<file path="src/rtl/deadlock_report_arbiter_if.sv">
`default_nettype none
// ============================================================================
// Module      : deadlock_report_arbiter_if
// Description : Detect-unit fabric and report handshake bundle for the
//               deadlock report arbiter.
// Revision    : 1.0 - initial release
// ============================================================================
interface deadlock_report_arbiter_if #(
    parameter int PROC_NUM = 2,
    parameter int PW       = (PROC_NUM > 1) ? $clog2(PROC_NUM) : 1
);
    logic [PROC_NUM-1:0] dl_in_vec;
    logic                dl_detect_out;
    logic [PROC_NUM-1:0] origin;
    logic                token_clear;
    logic                report_valid;
    logic                report_ready;
    logic [PW-1:0]       report_proc;
    logic [15:0]         scan_count;

    modport master (
        input  dl_in_vec,
        input  report_ready,
        output dl_detect_out,
        output origin,
        output token_clear,
        output report_valid,
        output report_proc,
        output scan_count
    );

    modport slave (
        output dl_in_vec,
        output report_ready,
        input  dl_detect_out,
        input  origin,
        input  token_clear,
        input  report_valid,
        input  report_proc,
        input  scan_count
    );
endinterface
`default_nettype wire

</file>
<file path="src/rtl/deadlock_report_arbiter.sv">
`default_nettype none
// ============================================================================
// Module      : deadlock_report_arbiter
// Description : Round-robin token origin arbiter that confirms returned tokens
//               as a deadlock and reports it over a valid/ready handshake.
//               Optional macro DEADLOCK_REPORT_DISPLAY_EN adds sim messages.
// Revision    : 1.0 - initial release
// ============================================================================
module deadlock_report_arbiter #(
    parameter int PROC_NUM       = 2,
    parameter int SCAN_CYCLES    = 8,
    parameter int CONFIRM_CYCLES = 4
) (
    input  wire logic                  clock,
    input  wire logic                  reset,
    deadlock_report_arbiter_if.master  bus
);

    localparam int c_PTR_W = (PROC_NUM > 1) ? $clog2(PROC_NUM) : 1;
    localparam int c_WIN_W = (SCAN_CYCLES > 1) ? $clog2(SCAN_CYCLES) : 1;
    localparam int c_CNF_W = $clog2(CONFIRM_CYCLES + 1);

    localparam logic [c_PTR_W-1:0]  c_PTR_LAST = c_PTR_W'(PROC_NUM - 1);
    localparam logic [c_PTR_W-1:0]  c_PTR_ONE  = c_PTR_W'(1);
    localparam logic [c_WIN_W-1:0]  c_WIN_LAST = c_WIN_W'(SCAN_CYCLES - 1);
    localparam logic [c_WIN_W-1:0]  c_WIN_ONE  = c_WIN_W'(1);
    localparam logic [c_CNF_W-1:0]  c_CNF_LAST = c_CNF_W'(CONFIRM_CYCLES - 1);
    localparam logic [c_CNF_W-1:0]  c_CNF_ONE  = c_CNF_W'(1);
    localparam logic [PROC_NUM-1:0] c_ORG_ONE  = PROC_NUM'(1);

    typedef enum logic [2:0] {
        S_CLEAR    = 3'd0,
        S_SCAN     = 3'd1,
        S_CONFIRM  = 3'd2,
        S_DETECTED = 3'd3,
        S_DONE     = 3'd4
    } state_t;

    state_t              r_state;
    state_t              w_state_nxt;
    logic [c_PTR_W-1:0]  r_ptr;
    logic [c_PTR_W-1:0]  w_ptr_nxt;
    logic [c_WIN_W-1:0]  r_win;
    logic [c_WIN_W-1:0]  w_win_nxt;
    logic [c_CNF_W-1:0]  r_cnf;
    logic [c_CNF_W-1:0]  w_cnf_nxt;
    logic [15:0]         r_scan_cnt;
    logic [15:0]         w_scan_cnt_nxt;

    logic                r_dl_detect;
    logic                w_dl_detect_nxt;
    logic [PROC_NUM-1:0] r_origin;
    logic [PROC_NUM-1:0] w_origin_nxt;
    logic                r_token_clear;
    logic                w_token_clear_nxt;
    logic                r_report_valid;
    logic                w_report_valid_nxt;
    logic [c_PTR_W-1:0]  r_report_proc;
    logic [c_PTR_W-1:0]  w_report_proc_nxt;

    logic                w_hit;

    assign w_hit = bus.dl_in_vec[r_ptr];

    always_ff @(posedge clock or negedge reset) begin
        if (!reset) begin
            r_state        <= S_CLEAR;
            r_ptr          <= '0;
            r_win          <= '0;
            r_cnf          <= '0;
            r_scan_cnt     <= '0;
            r_dl_detect    <= 1'b0;
            r_origin       <= '0;
            r_token_clear  <= 1'b0;
            r_report_valid <= 1'b0;
            r_report_proc  <= '0;
        end else begin
            r_state        <= w_state_nxt;
            r_ptr          <= w_ptr_nxt;
            r_win          <= w_win_nxt;
            r_cnf          <= w_cnf_nxt;
            r_scan_cnt     <= w_scan_cnt_nxt;
            r_dl_detect    <= w_dl_detect_nxt;
            r_origin       <= w_origin_nxt;
            r_token_clear  <= w_token_clear_nxt;
            r_report_valid <= w_report_valid_nxt;
            r_report_proc  <= w_report_proc_nxt;
        end
    end

    always_comb begin
        w_state_nxt       = r_state;
        w_ptr_nxt         = r_ptr;
        w_win_nxt         = r_win;
        w_cnf_nxt         = r_cnf;
        w_scan_cnt_nxt    = r_scan_cnt;
        w_report_proc_nxt = r_report_proc;

        case (r_state)
            S_CLEAR: begin
                // Out of reset the clear pulse has not been shown yet, so
                // CLEAR is held one extra edge to emit it.
                w_win_nxt = '0;
                if (r_token_clear) begin
                    w_state_nxt = S_SCAN;
                end
            end
            S_SCAN: begin
                if (w_hit) begin
                    w_cnf_nxt   = c_CNF_ONE;
                    w_state_nxt = (CONFIRM_CYCLES == 1) ? S_DETECTED : S_CONFIRM;
                end else if (r_win == c_WIN_LAST) begin
                    w_state_nxt = S_CLEAR;
                    w_ptr_nxt   = (r_ptr == c_PTR_LAST) ? '0 : r_ptr + c_PTR_ONE;
                    if (r_scan_cnt != 16'hFFFF) begin
                        w_scan_cnt_nxt = r_scan_cnt + 16'd1;
                    end
                end else begin
                    w_win_nxt = r_win + c_WIN_ONE;
                end
            end
            S_CONFIRM: begin
                if (!w_hit) begin
                    w_state_nxt = S_CLEAR;
                end else begin
                    w_cnf_nxt = r_cnf + c_CNF_ONE;
                    if (r_cnf == c_CNF_LAST) begin
                        w_state_nxt = S_DETECTED;
                    end
                end
            end
            S_DETECTED: begin
                if (r_report_valid && bus.report_ready) begin
                    w_state_nxt = S_DONE;
                end
            end
            S_DONE: begin
                w_state_nxt = S_DONE;
            end
            default: begin
                w_state_nxt = S_CLEAR;
            end
        endcase

        // Outputs are registered from the state being entered so they line up
        // with the state the block is in during the following cycle.
        w_token_clear_nxt  = (w_state_nxt == S_CLEAR);
        w_origin_nxt       = (w_state_nxt == S_CLEAR) ? '0 : (c_ORG_ONE << w_ptr_nxt);
        w_report_valid_nxt = (w_state_nxt == S_DETECTED);
        w_dl_detect_nxt    = r_dl_detect | (w_state_nxt == S_DETECTED);
        if (w_state_nxt == S_DETECTED) begin
            w_report_proc_nxt = w_ptr_nxt;
        end
    end

    assign bus.dl_detect_out = r_dl_detect;
    assign bus.origin        = r_origin;
    assign bus.token_clear   = r_token_clear;
    assign bus.report_valid  = r_report_valid;
    assign bus.report_proc   = r_report_proc;
    assign bus.scan_count    = r_scan_cnt;

`ifdef DEADLOCK_REPORT_DISPLAY_EN
    always @(posedge clock) begin
        if (reset) begin
            if ((r_state != S_DETECTED) && (w_state_nxt == S_DETECTED)) begin
                $display("ERROR: deadlock detected, origin process %0d at %0t",
                         w_ptr_nxt, $time);
            end
            if ((r_state == S_DETECTED) && r_report_valid && bus.report_ready) begin
                $display("deadlock report accepted");
                $finish;
            end
        end
    end
`else
    // Silent build: the surrounding testbench decides when to stop.
`endif

endmodule
`default_nettype wire
</file>
<file path="src/flat_wrapper.sv">
// flat-port wrapper written by rule: the top's interface ports become plain ports
module deadlock_report_arbiter_flat 
#(
    parameter int PROC_NUM       = 2,
    parameter int SCAN_CYCLES    = 8,
    parameter int CONFIRM_CYCLES = 4
)
  (clock, reset, bus_dl_in_vec, bus_report_ready, bus_dl_detect_out, bus_origin, bus_token_clear, bus_report_valid, bus_report_proc, bus_scan_count);
  deadlock_report_arbiter_if #(.PROC_NUM(PROC_NUM)) bus_i ();
  input  wire logic clock;
  input  wire logic reset;
  input wire logic [$bits(bus_i.dl_in_vec)-1:0] bus_dl_in_vec;
  input wire logic [$bits(bus_i.report_ready)-1:0] bus_report_ready;
  output wire logic [$bits(bus_i.dl_detect_out)-1:0] bus_dl_detect_out;
  output wire logic [$bits(bus_i.origin)-1:0] bus_origin;
  output wire logic [$bits(bus_i.token_clear)-1:0] bus_token_clear;
  output wire logic [$bits(bus_i.report_valid)-1:0] bus_report_valid;
  output wire logic [$bits(bus_i.report_proc)-1:0] bus_report_proc;
  output wire logic [$bits(bus_i.scan_count)-1:0] bus_scan_count;
  assign bus_i.dl_in_vec = bus_dl_in_vec;
  assign bus_i.report_ready = bus_report_ready;
  assign bus_dl_detect_out = bus_i.dl_detect_out;
  assign bus_origin = bus_i.origin;
  assign bus_token_clear = bus_i.token_clear;
  assign bus_report_valid = bus_i.report_valid;
  assign bus_report_proc = bus_i.report_proc;
  assign bus_scan_count = bus_i.scan_count;
  deadlock_report_arbiter #(.PROC_NUM(PROC_NUM), .SCAN_CYCLES(SCAN_CYCLES), .CONFIRM_CYCLES(CONFIRM_CYCLES)) u_core (.clock(clock), .reset(reset), .bus(bus_i));
endmodule
</file>
<file path="config.mk">
export PLATFORM = sky130hd
export DESIGN_NAME = deadlock_report_arbiter_flat
export DESIGN_NICKNAME = d
export VERILOG_FILES = /design/src/rtl/deadlock_report_arbiter_if.sv /design/src/rtl/deadlock_report_arbiter.sv /design/src/flat_wrapper.sv
export SDC_FILE = /design/constraint.sdc
export NUM_CORES = 1
export LEC_CHECK = 0
export CAP_MARGIN = 25
export CORE_MARGIN = 5
export CORE_UTILIZATION = 52
export CTS_CLUSTER_DIAMETER = 30
export DETAILED_ROUTE_END_ITERATION = 16
export PLACE_DENSITY = 0.78
export REMOVE_ABC_BUFFERS = 1
export SYNTH_ARGS = -nofsm -noshare
export SYNTH_HDL_FRONTEND = slang
export SYNTH_SLANG_ARGS = --single-unit
</file>
<file path="constraint.sdc">
create_clock -name clock -period 2.5 [get_ports clock]
set_input_delay 0.375 -clock clock [delete_from_list [all_inputs] [get_ports clock]]
set_output_delay 0.375 -clock clock [all_outputs]
set_load 0.01 [all_outputs]
</file>
* Word-level counts from Yosys, hierarchy flattened
Index checks and enable logic that the tools add are counted.
** Storage, ports and cells
- Register bits after elaboration :: 32
- Output and inout bits :: 22
- Bits of input ports :: 5
- Word-level logic and storage cells :: 58
** Cells by class
- Equality and inequality tests :: 12
- Order comparisons :: 1
- Bitwise logic cells :: 2
- $add $sub $neg :: 4
- Reduce and logical (&&, ||, !) cells :: 8
- Muxes and demuxes :: 20
- Shifts and indexed selects :: 1
** Operators by type and width (number)
- $mux W3 :: 10
- $add A16 B1 Y16 const B :: 1
- $ne A16 B16 Y1 const B :: 1
- $pmux W3 S5 :: 1
- $eq A3 B2 Y1 const B :: 4
- $pmux W3 S2 :: 2
- $add A3 B1 Y3 const B :: 2
- $eq A3 B3 Y1 const B :: 2
- $logic_not A3 Y1 :: 2
- $mux W1 :: 6
- $reduce_and A3 Y1 :: 2
- $ne A2 B1 Y1 const B :: 2
- $ne A2 B2 Y1 const B :: 2
- $reduce_and A4 Y1 :: 1
- $reduce_bool A2 Y1 :: 2
- $eq A3 B1 Y1 const B :: 1
- $lt A1 B2 Y1 const B :: 1
- $mux W2 :: 1
- $shl A1 B1 Y2 const A :: 1
- $add A1 B1 Y1 const B :: 1
- $logic_and A1 B1 Y1 :: 1
- $not A1 Y1 :: 1
- $or A1 B1 Y1 :: 1

* Logic depth before layout (Yosys ltp)
- Depth in word-level cells :: 7
- Gate-level depth with buffers :: 7
- Gate-level depth less buffers :: 7

* Worst setup path before layout
No wires, ideal clock.
- Path kind :: register to register
- From :: reg u_core.r_win[0]
- To :: reg u_core.r_report_proc, in the netlist u_core.bus.report_proc
- Library setup time :: 0.125 ns
- Cell stages (with the launch flop) :: 8
- Required time :: 2.375 ns
- Period minus slack after synthesis :: 1.758 ns
- Slack :: 0.742 ns
- Data arrival time :: 1.633 ns
- Buffers on the path :: 0
- Cells stage by stage :: dfrtp_1 -> ha_1 -> ha_1 -> nor4b_2 -> nand2_1 -> o211ai_2 -> nand2_1 -> mux2_2
** On the way
- Cells in the longest elaborated chain, start to end :: 5
- Elaborated cells on any way between the ends :: 8
- Classes of those cells :: eq/ne: 2; mux: 6
** Ends and longest elaborated chain
- start, declared :: line deadlock_report_arbiter.sv:43 : logic [c_WIN_W-1:0] r_win;
- start signal, assigned :: line deadlock_report_arbiter.sv:80 : r_win <= w_win_nxt;
- $eq A3 B3 Y1 :: line deadlock_report_arbiter.sv:112 : end else if (r_win == c_WIN_LAST) begin
- $mux W3 :: line deadlock_report_arbiter.sv:112
- $mux W3 :: line deadlock_report_arbiter.sv:109 : if (w_hit) begin
- $pmux W3 S5 :: line deadlock_report_arbiter.sv:99 : case (r_state)
- net u_core.w_state_nxt[0] :: line deadlock_report_arbiter.sv:40 : state_t w_state_nxt;
- $eq A3 B2 Y1 :: line deadlock_report_arbiter.sv:151 : if (w_state_nxt == S_DETECTED) begin
- end signal, assigned :: line deadlock_report_arbiter.sv:87 : r_report_proc <= w_report_proc_nxt;
- end, declared :: line deadlock_report_arbiter.sv:58 : logic [c_PTR_W-1:0] r_report_proc;
The timed path passes the listed nets, and every way through them passes these cells.
A chain may end at the register's enable or synchronous reset.

* Final worst setup path
Same ends and word-level chain as after synthesis.

==> impl_metrics.sql <==
INSERT INTO impl_metrics (metric_group, metric, value, unit) VALUES
('clocking', 'clk_latency', '0.35', 'ns'),
('timing', 'final.setup.tns', '0', 'ns'),
('power', 'peak_supply_drop', '0.0004527', 'V'),
('critical_path', 'worst-endpoint-required', '2.73', 'ns'),
('timing', 'worst_pin_slew', '0.4983', 'ns'),
('timing', 'layout_worst_path_cycle_share', '78.28', '%'),
('floorplanning', 'std_cell_rows', '20', ''),
('critical_path', 'timing.critical_path.from', 'u_core.r_win[0]$_DFFE_PN0P_', ''),
('run', 'max-cap-violations', '0', ''),
('final_layout', 'areaGrowthSynthToFinish', '24.51', '%'),
('synthesis', 'yosysUniqueCellTypes', '39', ''),
('grt', 'grt_pass1_wl', '5823', 'um'),
('final_layout', 'fillCellCount', '244', ''),
('critical_path', 'worstSetupStartpointType', 'register', ''),
('clocking', 'htree_levels', '2', ''),
('route', 'drc_violation_total_after_the_first_tritonroute_iteration', '44', ''),
('final_layout', 'postLayoutCellArea', '1977', 'um^2'),
('power', 'power_density', '509.3', 'nW/um^2'),
('critical_path', 'worst_path_largest_cell_delay', '0.42', 'ns'),
('critical_path', 'reg2reg_slack', '0.54', 'ns'),
('timing', 'relSlewSlack', '66.49', '%'),
('clocking', 'number_of_clock_sinks_seen_by_cts', '32', ''),
('clocking', 'cts-buffers-inserted', '5', ''),
('floorplanning', 'ioPinCount', '27', ''),
('synthesis', 'synth.cells.most_frequent', 'dfrtp_1, nand3_1, nand2_1', ''),
('route', 'drt_wl_total', '3326', 'um'),
('grt', 'grt_pass1_vias', '1261', ''),
('floorplanning', 'die_w', '65.26', 'um'),
('timing', 'clock.fmax', '0.5110', 'GHz'),
('grt', 'grt.overflow.total', '0', ''),
('timing', 'clock-skew-final', '0.01507', 'ns'),
('synthesis', 'synth_flop_cell', 'dfrtp_1', ''),
('critical_path', 'critPathArrivalTime', '2.19', 'ns'),
('route', 'postRouteAntennaNets', '0', ''),
('synthesis', 'top_cell_type_by_total_area_after_synthesis', 'dfrtp_1', ''),
('final_layout', 'multi_input_area', '742.0', 'um^2'),
('grt', 'track_usage', '17.60', '%'),
('clocking', 'cts_setup_buffers', '0', ''),
('timing', 'final_hold_vio_count', '0', ''),
('grt', 'grt_max_degree', '33', ''),
('route', 'route.detailed.vias_per_inst', '5.773', ''),
('route', 'via_count_of_the_routed_design', '1218', ''),
('power', 'p_leak', '0.9191', 'nW'),
('critical_path', 'end_kind', 'register', ''),
('synthesis', 'average_cell_area_after_synthesis', '10.88', 'um^2'),
('placed_design', 'number_of_input_and_output_port_buffers_inserted', '26', ''),
('floorplanning', 'fp.coreArea', '2978', 'um^2'),
('route', 'drcViolationCount', '0', ''),
('critical_path', 'critPathKind', 'reg -> reg', ''),
('clocking', 'cts_tree', 'built', ''),
('critical_path', 'crit_path_cell_trace', 'ha_1 > ha_1 > nor4b_2 > nand2_1 > o211ai_2 > nand2_1 > mux2_2', ''),
('final_layout', 'nNetsFinal', '187', ''),
('final_layout', 'post_route_cells_drive_above_1_share', '10.11', '%'),
('clocking', 'clk_transition_reported_paths', '0.11', 'ns'),
('synthesis', 'ys_warn_count', '0', ''),
('critical_path', 'critical-path-slowest-cell', 'dfrtp_1', ''),
('placed_design', 'dp_hpwl', '2413', 'um'),
('floorplanning', 'dieArea', '4258', 'um^2'),
('final_layout', 'regArea', '800.8', 'um^2'),
('worst_hold_path', 'hold_path_class', 'in -> async', ''),
('synthesis', 'synth.yosys.seq_area_share', '50.43', '%'),
('final_layout', 'final_cell_count_no_fill', '211', ''),
('synthesis', 'ys_async_sr_fraction', '100.0', '%'),
('synthesis', 'post_synth_inst_count', '146', ''),
('route', 'detailedRoute.firstPassIterationCount', '4', ''),
('synthesis', 'ys_top_cells_by_area', 'dfrtp_1, xor2_1, nand3_1, ha_1, nand2_1', ''),
('placed_design', 'post-place-ws', '0.4139', 'ns'),
('placed_design', 'placedCellCount', '203', ''),
('outcome', 'status', 'finished, final reports clean', ''),
('critical_path', 'largest_fanout_of_any_net_on_the_critical_path', '7', ''),
('synthesis', 'cell_area_after_synthesis', '1588', 'um^2');
## cell usage in the layout (no fill, tap or decap), types with 2 or more instances in the layout
cell type and n:
dfrtp_1 32, clkdlybuf4s50_1 26, nand3_1 13, nand2_1 10
xor2_1 9, inv_1 8, nor2_1 8, o21ai_0 6
a21oi_1 5, ha_1 5, clkbuf_4 5, nand4_1 4
nor3_1 4, xnor2_1 4, and3_1 3, nor4_1 3
a22o_1 3, a31oi_1 2, or3_1 2, mux2_2 2
clkbuf_8 2
## how the worst max path moves through the flow
stage / depth (start not counted) / slack (ns) / end
after floorplan: 7 / 0.74 / u_core.bus.report_proc$_DFFE_PN0N_
after global placement: 6 / 0.47 / u_core.bus.scan_count[13]$_DFFE_PN0P_
after detailed placement: 6 / 0.41 / u_core.bus.scan_count[13]$_DFFE_PN0P_
after CTS: 7 / 0.54 / u_core.bus.report_proc$_DFFE_PN0N_
after global routing: 7 / 0.43 / u_core.bus.report_proc$_DFFE_PN0N_
final: 7 / 0.54 / u_core.bus.report_proc$_DFFE_PN0N_
## critical path: cells and delay by family, from the launching register on
kind | cells | cell delay [ns]
AND/OR/NAND/NOR | 3 | 0.56
adder cells (fa/ha/maj) | 2 | 0.44
flip-flops | 1 | 0.42
multiplexers | 1 | 0.28
AO/OA/AOI/OAI | 1 | 0.15
## layer usage
layer	global-route usage (%)	vias up	routed length (um)	share of wire [%]
li1	-	583	-	-
met1	21.84	609	1581	48
met2	27.69	19	1557	47
met3	5.812	7	132	4.0
met4	8.031	0	54	1.6
met5	0	-	0	0
## per-stage QoR
step                total power, W  util (%)
floorplan                0.0005437         -
global placement         0.0005670     63.19
detailed placement       0.0005686     63.19
CTS                       0.001015     66.39
global route              0.001045     66.39
finish                    0.001007     66.39
## cells by family after synthesis
group           share of synthesized area, %
compound gates                         10.17
buf+inv                                2.837
flops                                  50.43
simple gates                           21.75
fa+ha+maj                              3.940
mux                                    3.703
xor+xnor                               7.171
## layout make-up
type                    count  area share [%]
flip-flops and latches     32           40.51
multi-input cells         103           37.53
clock inverters             1           1.519
repair buffers             27           13.54
well taps                  33           2.089
inverters                   8           1.519
clock buffers               7           3.291
## registers in the layout (all words and copies together) (netlist names)
signal,cells
u_core.bus.dl_detect_out,1
u_core.bus.origin,2
u_core.bus.report_proc,1
u_core.bus.report_valid,1
u_core.bus.scan_count,16
u_core.bus.token_clear,1
u_core.r_cnf,3
u_core.r_ptr,1
u_core.r_state,3
u_core.r_win,3
## power breakdown
group | switching [W] | leakage [nW] | internal [W] | total (W)
Clock | 0.000184 | 0.0515 | 0.000265 | 0.000450
Combinational | 0.0000200 | 0.440 | 0.0000142 | 0.0000341
Sequential | 0.00000245 | 0.428 | 0.000520 | 0.000523
(Power assumes the default switching activity.)
